## config.mk

```make
export PLATFORM = sky130hd
export DESIGN_NAME = reg_dump_reader
export DESIGN_NICKNAME = d
export VERILOG_FILES = /design/src/rtl/reg_dump_reader_pkg.sv /design/src/rtl/reg_dump_reader.sv
export SDC_FILE = /design/constraint.sdc
export NUM_CORES = 1
export LEC_CHECK = 0
export ABC_CLOCK_PERIOD_IN_PS = 1900
export BUFFER_PORTS_ARGS = -buffer_cell sky130_fd_sc_hd__buf_2
export CAP_MARGIN = 5
export CORE_MARGIN = 4
export CORE_UTILIZATION = 46
export DETAILED_ROUTE_END_ITERATION = 8
export PLACE_DENSITY_LB_ADDON = 0.15
export SLEW_MARGIN = 20
export SYNTH_ARGS = -nofsm -noshare
export SYNTH_HDL_FRONTEND = slang
export SYNTH_SLANG_ARGS = --single-unit
```

## constraint.sdc

```tcl
create_clock -name clk -period 1.9 [get_ports clk]
set_input_delay 0.38 -clock clk [delete_from_list [all_inputs] [get_ports clk]]
set_output_delay 0.38 -clock clk [all_outputs]
set_load 0.03 [all_outputs]
```

## src/rtl/reg_dump_reader_pkg.sv

```systemverilog
// Shared types and size helpers for the register-file dump reader.
// Optional build macro: REG_DUMP_CHECKSUM_EN (appends an XOR checksum word).
package reg_dump_reader_pkg;

    typedef enum logic [2:0] {
        ST_IDLE,
        ST_LOAD,
        ST_SEND,
        ST_DONE,
        ST_CSUM
    } state_e;

    localparam int unsigned DEF_ADDR_WIDTH = 5;
    localparam int unsigned NUM_REGS       = 1 << DEF_ADDR_WIDTH;

`ifdef REG_DUMP_CHECKSUM_EN
    localparam int unsigned DUMP_WORDS = NUM_REGS + 1;
`else
    localparam int unsigned DUMP_WORDS = NUM_REGS;
`endif

    // Number of registers addressed by an address of the given width.
    function automatic int unsigned num_regs(input int unsigned addr_width);
        return 1 << addr_width;
    endfunction

endpackage

```

## src/rtl/reg_dump_reader.sv

```systemverilog
// Sequential register-file dump reader: walks every register address,
// captures the read data and streams (address, data) pairs on a
// valid/ready port while holding the core's register writes.
// Optional build macro: REG_DUMP_CHECKSUM_EN adds a trailing XOR checksum word.
module reg_dump_reader
    import reg_dump_reader_pkg::*;
#(
    parameter int unsigned DATA_WIDTH = 32,
    parameter int unsigned ADDR_WIDTH = 5
) (
    input  logic                  clk,
    input  logic                  rst,
    input  logic                  start,
    output logic [ADDR_WIDTH-1:0] rf_addr,
    input  logic [DATA_WIDTH-1:0] rf_data,
    output logic                  out_valid,
    input  logic                  out_ready,
    output logic [DATA_WIDTH-1:0] out_data,
    output logic [ADDR_WIDTH-1:0] out_addr,
    output logic                  busy,
    output logic                  cpu_hold,
    output logic                  done
);

    localparam logic [ADDR_WIDTH-1:0] LAST_IDX = ADDR_WIDTH'(num_regs(ADDR_WIDTH) - 1);

    state_e                state_q, state_d;
    logic [ADDR_WIDTH-1:0] idx_q, idx_d;
    logic                  out_valid_q, out_valid_d;
    logic [DATA_WIDTH-1:0] out_data_q, out_data_d;
    logic [ADDR_WIDTH-1:0] out_addr_q, out_addr_d;
`ifdef REG_DUMP_CHECKSUM_EN
    logic [DATA_WIDTH-1:0] csum_q, csum_d;
`endif

    logic handshake;
    assign handshake = out_valid_q && out_ready;

    // State, index and output-word registers with synchronous reset.
    always_ff @(posedge clk) begin
        if (rst) begin
            state_q     <= ST_IDLE;
            idx_q       <= '0;
            out_valid_q <= 1'b0;
            out_data_q  <= '0;
            out_addr_q  <= '0;
`ifdef REG_DUMP_CHECKSUM_EN
            csum_q      <= '0;
`endif
        end else begin
            state_q     <= state_d;
            idx_q       <= idx_d;
            out_valid_q <= out_valid_d;
            out_data_q  <= out_data_d;
            out_addr_q  <= out_addr_d;
`ifdef REG_DUMP_CHECKSUM_EN
            csum_q      <= csum_d;
`endif
        end
    end

    // Next-state and next-word logic for the dump walk.
    always_comb begin
        state_d     = state_q;
        idx_d       = idx_q;
        out_valid_d = out_valid_q;
        out_data_d  = out_data_q;
        out_addr_d  = out_addr_q;
`ifdef REG_DUMP_CHECKSUM_EN
        csum_d      = csum_q;
`endif
        case (state_q)
            ST_IDLE: begin
                if (start) begin
                    state_d = ST_LOAD;
                    idx_d   = '0;
`ifdef REG_DUMP_CHECKSUM_EN
                    csum_d  = '0;
`endif
                end
            end
            ST_LOAD: begin
                out_data_d  = rf_data;
                out_addr_d  = idx_q;
                out_valid_d = 1'b1;
`ifdef REG_DUMP_CHECKSUM_EN
                csum_d      = csum_q ^ rf_data;
`endif
                state_d     = ST_SEND;
            end
            ST_SEND: begin
                if (handshake) begin
                    out_valid_d = 1'b0;
                    if (idx_q == LAST_IDX) begin
`ifdef REG_DUMP_CHECKSUM_EN
                        // The checksum word follows immediately with no LOAD gap.
                        state_d     = ST_CSUM;
                        out_valid_d = 1'b1;
                        out_data_d  = csum_q;
                        out_addr_d  = '0;
`else
                        state_d     = ST_DONE;
`endif
                    end else begin
                        idx_d   = idx_q + 1'b1;
                        state_d = ST_LOAD;
                    end
                end
            end
`ifdef REG_DUMP_CHECKSUM_EN
            ST_CSUM: begin
                if (handshake) begin
                    out_valid_d = 1'b0;
                    state_d     = ST_DONE;
                end
            end
`endif
            ST_DONE: begin
                // Park the read address back at register 0 for the idle state.
                idx_d   = '0;
                state_d = ST_IDLE;
            end
            default: begin
                state_d     = ST_IDLE;
                idx_d       = '0;
                out_valid_d = 1'b0;
            end
        endcase
    end

    assign rf_addr   = idx_q;
    assign out_valid = out_valid_q;
    assign out_data  = out_data_q;
    assign out_addr  = out_addr_q;
    assign busy      = (state_q != ST_IDLE);
    assign cpu_hold  = busy;
    assign done      = (state_q == ST_DONE);

endmodule
```

==> impl_metrics.yaml, run 1 <==
status:
  outcome: "complete, no violations"
critical_path:
  slowest_delay_ns: 0.40
  r2r_start: "rf_addr[0]"
  critPathSlowestCell: "a2111oi_1"
  path_cells: "ha_1 -> and3_1 -> ha_1 -> a21o_1 -> a2111oi_1 -> o21ai_0"
  crit_type: "flip-flop to flip-flop"
  start_kind: "flip-flop"
  crit_required_ns: 2.07
  crit_path_frequent_cell: "ha_1"
  startpoint: "rf_addr[0]"
  cp-end-kind: "flip-flop"
  path_max_fanout: 7
  cp.arrival_ns: 2.00
power:
  p_clk_share_pct: 17.1
  switching_power_uw: 1300
  power_density_mw_per_mm2: 1370
  finalPower_uw: 3250
  ir_worst_vdd_mv: 0.700
  p_comb_share_pct: 45.2
  p_sw_share_pct: 40.0
  p_int_uw: 1950
  leakagePower_uw: 0.00116
  power_frac_seq_pct: 37.7
sta:
  finalSetupViolCount: 0
  min_period_ns: 1.83
  fin_ws_ns: 0.0747
  relSlewSlack_pct: 75.7
  tightest_slew_ns: 0.355
  rsz0062_at_grt: "yes"
  slew_violations: 0
  fmax_ghz: 0.548
  hold_violations: 0
  finalCritPeriodShare_pct: 96.1
  skew_ns: 0.00234
cells_and_area:
  multi_input_area_um2: 873
  nFillCells: 332
  area.growth.synth_to_final_pct: 27.9
  regArea_um2: 903
  drive_gt1_share_pct: 37.0
  n_antenna_cell: 0
  fin_area_mm2: 0.00237
  num-nets-final: 304
global_routing:
  grt_pass1_vias: 1368
  grt_overflow: 0
  grt_pass1_wl_mm: 6.22
  antenna_found_initial: 0
  grt_max_degree: 31
  grt_use_total_pct: 15.1
clocking:
  numClockSinks: 45
  numCtsBuffers: 5
  clk_path_buf_depth: 2
  hold_buffers: 0
  worstSkewPairLatency_ns: 0.29
  tritoncts: "done"
  h-tree-depth: 2
  clock_tree.root_cell: "clkbuf_8"
  clkTransAtPathRegs_ns: 0.08
routing:
  wirelength_mm: 3.74
  vias: 1487
  drt_first_iter_violations: 52
  drtPass1Iterations: 4
  wl_per_cell_um: 12.1
  drtAntennaViolNets: 0
  via_per_inst: 4.80
  drcViolationCount: 0
yosys:
  synth_seq_cells: 45
  syn_area_per_cell_um2: 10.2
  ys_warn_count: 0
  synth_cells: 182
  synth_nets: 225
  synth-edff-count: 0
  async_flop_share_pct: 0
  synth_area_mm2: 0.00185
  synth_cell_type_count: 29
  synthFlopType: "dfxtp_1"
  ys_seq_area_share_pct: 48.6
run:
  drv_cap: 0
floorplanning:
  rows: 22
  initial_core_util_pct: 49.2
  die_w_um: 71.5
  die_y_um: 71.5
  io_pins: 82
  coreArea_mm2: 0.00377
  dieArea_mm2: 0.00511
placed_design:
  dp_hpwl_mm: 2.80
  portBuffers: 81
  placed_area_mm2: 0.00227
  place.gp.congestion: 0.774
  pre_cts_ws_ns: 0.0878
min_path:
  min_path_type: "input pin to flip-flop"
  hp-start: "rf_data[4]"
==> state kept, by name (all words and copies together), names as in the netlist <==
register / cells
state_q: 2
out_valid: 1
rf_addr: 5
out_addr: 5
out_data: 32
==> critical path, delay by kind of cell, from the launching register on <==
kind / cells / cell delay, ns
AO/OA/AOI/OAI: 3 / 0.74
adder cells (fa/ha/maj): 2 / 0.43
flip-flops: 1 / 0.36
AND/OR/NAND/NOR: 1 / 0.19
==> Yosys cell counts, types with 2 or more instances <==
master      n  area (um2)
buf_4       4        30.0
buf_2       2        10.0
inv_1       6        22.5
nor2_1     38         143
ha_1        7        87.6
dfxtp_1    45         901
nand3_1     3        15.0
a2111oi_0   2        17.5
a21oi_1     3        15.0
clkbuf_1    5        18.8
and2b_1     2        15.0
nand2_1     6        22.5
mux2i_1    39         390
o21ai_0     5        25.0
==> path summary, 6_finish.rpt <==
kind                            depth (start not counted)           end  slack [ns]
worst max-delay path                                    6    rf_addr[3]        0.07
worst min-delay path                                    3   out_data[4]        0.32
worst max register to register                          6    rf_addr[3]        0.07
worst min register to register                          2  out_data[24]        0.49
==> through the flow <==
| stage | cells | setup TNS [ns] | utilization, % | hold WS, ns |
|---|---|---|---|---|
| after global routing | 310 | -0.00452 | 62.9 | 0.310 |
| after global placement | 302 | 0 | 60.3 | 0.468 |
| after CTS | 310 | 0 | 62.5 | 0.314 |
| after detailed placement | 302 | 0 | 60.3 | 0.477 |
| final | 310 | 0 | 62.9 | 0.321 |
| after floorplan | 182 | 0 | - | 0.498 |
==> power by group through the flow <==
| stage | Clock (uW) | Sequential, uW | Combinational (uW) |
|---|---|---|---|
| 2_1_floorplan | 0 | 1560 | 856 |
| 3_3_place_gp | 0 | 1240 | 1460 |
| 3_5_place_dp | 0 | 1240 | 1470 |
| 4_1_cts | 579 | 1220 | 1470 |
| 5_1_grt | 628 | 1250 | 1600 |
| 6_report | 556 | 1220 | 1470 |
==> cell families (layout without fill, tap and decap cells) <==
| kind of cell | after synthesis | in the layout | synth area share, % |
|---|---|---|---|
| flops | 45 | 45 | 48.6 |
| simple gates | 59 | 59 | 15.3 |
| fa+ha+maj | 7 | 7 | 4.72 |
| mux | 39 | 39 | 21.1 |
| buf+inv | 18 | 98 | 4.99 |
| compound gates | 14 | 14 | 5.33 |
==> routing by layer <==
layer  GRT usage, %  part of all wire (%)  routed length [um]  up-vias
li1               -                     -                   -      771
met2           23.7                    47                1760       49
met4           3.76                   1.0                  38        0
met3           5.89                   8.0                 298        5
met5              0                     0                   0        -
met1           19.4                    44                1650      662
==> layout by cell type, fill, tap and decap left out <==
master      Yosys  layout
nand3_1         3       3
nand2_1         6       6
nand4b_1        1       1
a21oi_1         3       3
and4b_1         1       1
a2111oi_1       0       1
ha_1            7       6
nor2b_1         1       1
nor4b_4         0       1
mux2i_1        39      39
o32ai_1         1       1
nand4_1         1       1
dfxtp_1        45      43
a21boi_4        1       1
or4b_1          1       1
nor3_2          1       1
a21o_1          1       1
buf_4           4       3
and3_1          1       1
clkinvlp_4      0       1
a2111oi_0       2       1
inv_1           6       6
dfxtp_2         0       2
clkbuf_8        0       5
and2b_1         2       2
o22ai_1         1       1
or4_1           1       1
o21ai_0         5       5
buf_2           2      81
nor2_1         38      38
ha_2            0       1
or2b_2          1       1
clkbuf_1        5       2
==> area by class of cell <==
class                      count  share of cell area [%]
clock inverter                 1                   0.317
multi-input combinational    119                    36.8
inverter                       6                   0.950
sequential                    45                    38.1
tap                           48                    2.53
clock buffer                   7                    3.22
timing repair buffer          84                    18.0
==> what timing repair did <==
action | in CTS | in global routing
gates resized for setup | 0 | 4
buffers inserted | 0 | 0
endpoints found under the setup margin | 0 | 3
Note: power is estimated with default switching activity, not from simulation.
==> inputs of run 2 (changes only) <==
--- a/config.mk
+++ b/config.mk
@@ -9,7 +9,7 @@
 export BUFFER_PORTS_ARGS = -buffer_cell sky130_fd_sc_hd__buf_2
 export CAP_MARGIN = 5
 export CORE_MARGIN = 4
-export CORE_UTILIZATION = 46
+export CORE_UTILIZATION = 25
 export DETAILED_ROUTE_END_ITERATION = 8
 export PLACE_DENSITY_LB_ADDON = 0.15
 export SLEW_MARGIN = 20
==> impl_metrics.yaml, run 2 (synthesis gave the netlist of run 1 again) <==
power:
  p_sw_share_pct: 39.0
  power_frac_seq_pct: 35.9
  leakagePower_uw: 0.00119
  p_int_uw: 2080
  ir_worst_vdd_mv: 0.440
  power_density_mw_per_mm2: 1380
  switching_power_uw: 1330
  p_comb_share_pct: 43.6
  p_clk_share_pct: 20.5
critical_path:
  cp-end-kind: "flip-flop"
  crit_buf_inv: 0
  startpoint: "rf_addr[1]"
  rr_endpoint: "rf_addr[3]"
  critPathTopFamily: "compound AO/OA/AOI/OAI gates"
  crit_required_ns: 2.07
  cp.depth: 6
  start_kind: "flip-flop"
  path_max_fanout: 6
  endpoint: "rf_addr[3]"
  r2r_start: "rf_addr[1]"
  path_cells: "ha_1 -> and3_1 -> ha_1 -> a21o_1 -> a2111oi_1 -> o21ai_0"
  slowest_delay_ns: 0.39
  crit_type: "flip-flop to flip-flop"
  crit_path_frequent_cell: "ha_1"
  cp.arrival_ns: 1.95
  rr_worst_depth: 6
  critPathSlowestCell: "a2111oi_1"
  ff2ff_setup_slack_ns: 0.12
sta:
  holdWs_ns: 0.318
  finalCritPeriodShare_pct: 93.6
  rsz0062_at_grt: "no"
  fmax_ghz: 0.563
  finalSetupViolCount: 0
  min_period_ns: 1.78
  skew_ns: 0.00479
  slew_violations: 0
  hold_violations: 0
  tightest_slew_ns: 0.431
  relSlewSlack_pct: 70.5
  tns_ns: 0
routing:
  wl_per_cell_um: 12.3
  vias: 1518
  drt_first_iter_violations: 30
  drtPass1Iterations: 4
  via_per_inst: 4.18
  wirelength_mm: 4.48
  drtAntennaViolNets: 0
  drcViolationCount: 0
clocking:
  clock_tree.root_cell: "clkbuf_8"
  clk_path_buf_depth: 2
  numClockSinks: 45
  hold_buffers: 0
  clkTransAtPathRegs_ns: 0.09
  h-tree-depth: 2
  numCtsBuffers: 5
  worstSkewPairLatency_ns: 0.29
  tritoncts: "done"
cells_and_area:
  layout_commonest_cell: "buf_2"
  nFillCells: 788
  n_antenna_cell: 0
  area.growth.synth_to_final_pct: 33.1
  drive_gt1_share_pct: 37.9
  num-nets-final: 307
  layout_common_cells: "81 x buf_2, 44 x dfxtp_1, 39 x mux2i_1"
  largest_reg_flops: 32
  final_cell_count_no_fill: 363
global_routing:
  grt_max_degree: 32
  antenna_found_initial: 0
  grt_pass1_wl_mm: 7.10
  grt_overflow: 0
  grt_pass1_vias: 1455
  grt_use_total_pct: 10.2
floorplanning:
  io_pins: 82
  initial_core_util_pct: 25.7
  die_y_um: 94.1
  dieArea_mm2: 0.00886
  die_w_um: 94.1
  rows: 31
  coreArea_mm2: 0.00721
placed_design:
  dp_hpwl_mm: 3.27
  portBuffers: 81
  dp.cells: 356
  place.gp.congestion: 0.772
run:
  drv_cap: 0
min_path:
  min_path_type: "input pin to flip-flop"
  hp-start: "rf_data[8]"
status:
  outcome: "complete, no violations"
run 2: repair_timing:
item                       4_1_cts  5_1_grt
setup buffers                    0        0
setup endpoints to repair        0        3
gates resized for setup          0        2
run 2: worst min-delay path by stage:
stage              endpoint  slack, ns  depth (start not counted)
3_3_place_gp    out_data[4]       0.47                          2
6_report        out_data[8]       0.32                          3
2_1_floorplan    state_q[1]       0.50                          2
4_1_cts         out_data[3]       0.30                          3
5_1_grt         out_data[0]       0.30                          3
3_5_place_dp   out_data[23]       0.48                          2
run 2: per-stage QoR:
stage                     utilization [%]  setup WS (ns)  cell area [um2]  total power, uW
after floorplan                         -         0.0149             1850             2420
after global placement               32.7          0.132             2360             2750
after detailed placement             32.7          0.139             2360             2750
after CTS                            34.2          0.107             2460             3490
after global routing                 34.2        0.00219             2470             3660
final                                34.2          0.123             2470             3410
run 2: power groups by stage:
stage	registers [uW]	logic (uW)	clock network, uW
2_1_floorplan	1560	856	0
3_3_place_gp	1240	1510	0
3_5_place_dp	1240	1510	0
4_1_cts	1230	1520	744
5_1_grt	1250	1620	785
6_report	1220	1490	699
run 2: cell type report:
cell class                 count  area, um2  share of cell area (%)
tap                           99        124                    5.02
multi-input combinational    119        865                    35.0
timing repair buffer          87        450                    18.3
inverter                       6       22.5                   0.913
clock inverter                 2       35.0                    1.42
clock buffer                   5       68.8                    2.79
sequential                    45        902                    36.6
run 2: per-layer routing:
metal | share of wire, % | track usage (%) | up-vias
met5 | 0 | 0 | -
met3 | 8.0 | 3.53 | 4
met1 | 47 | 13.3 | 690
met2 | 44 | 15.6 | 50
li1 | - | - | 774
met4 | 0.94 | 3.61 | 0
run 2: tightest hold or removal path: stages:
cell     delay [ns]
buf_2          0.07
mux2i_1        0.05
nor2_1         0.07
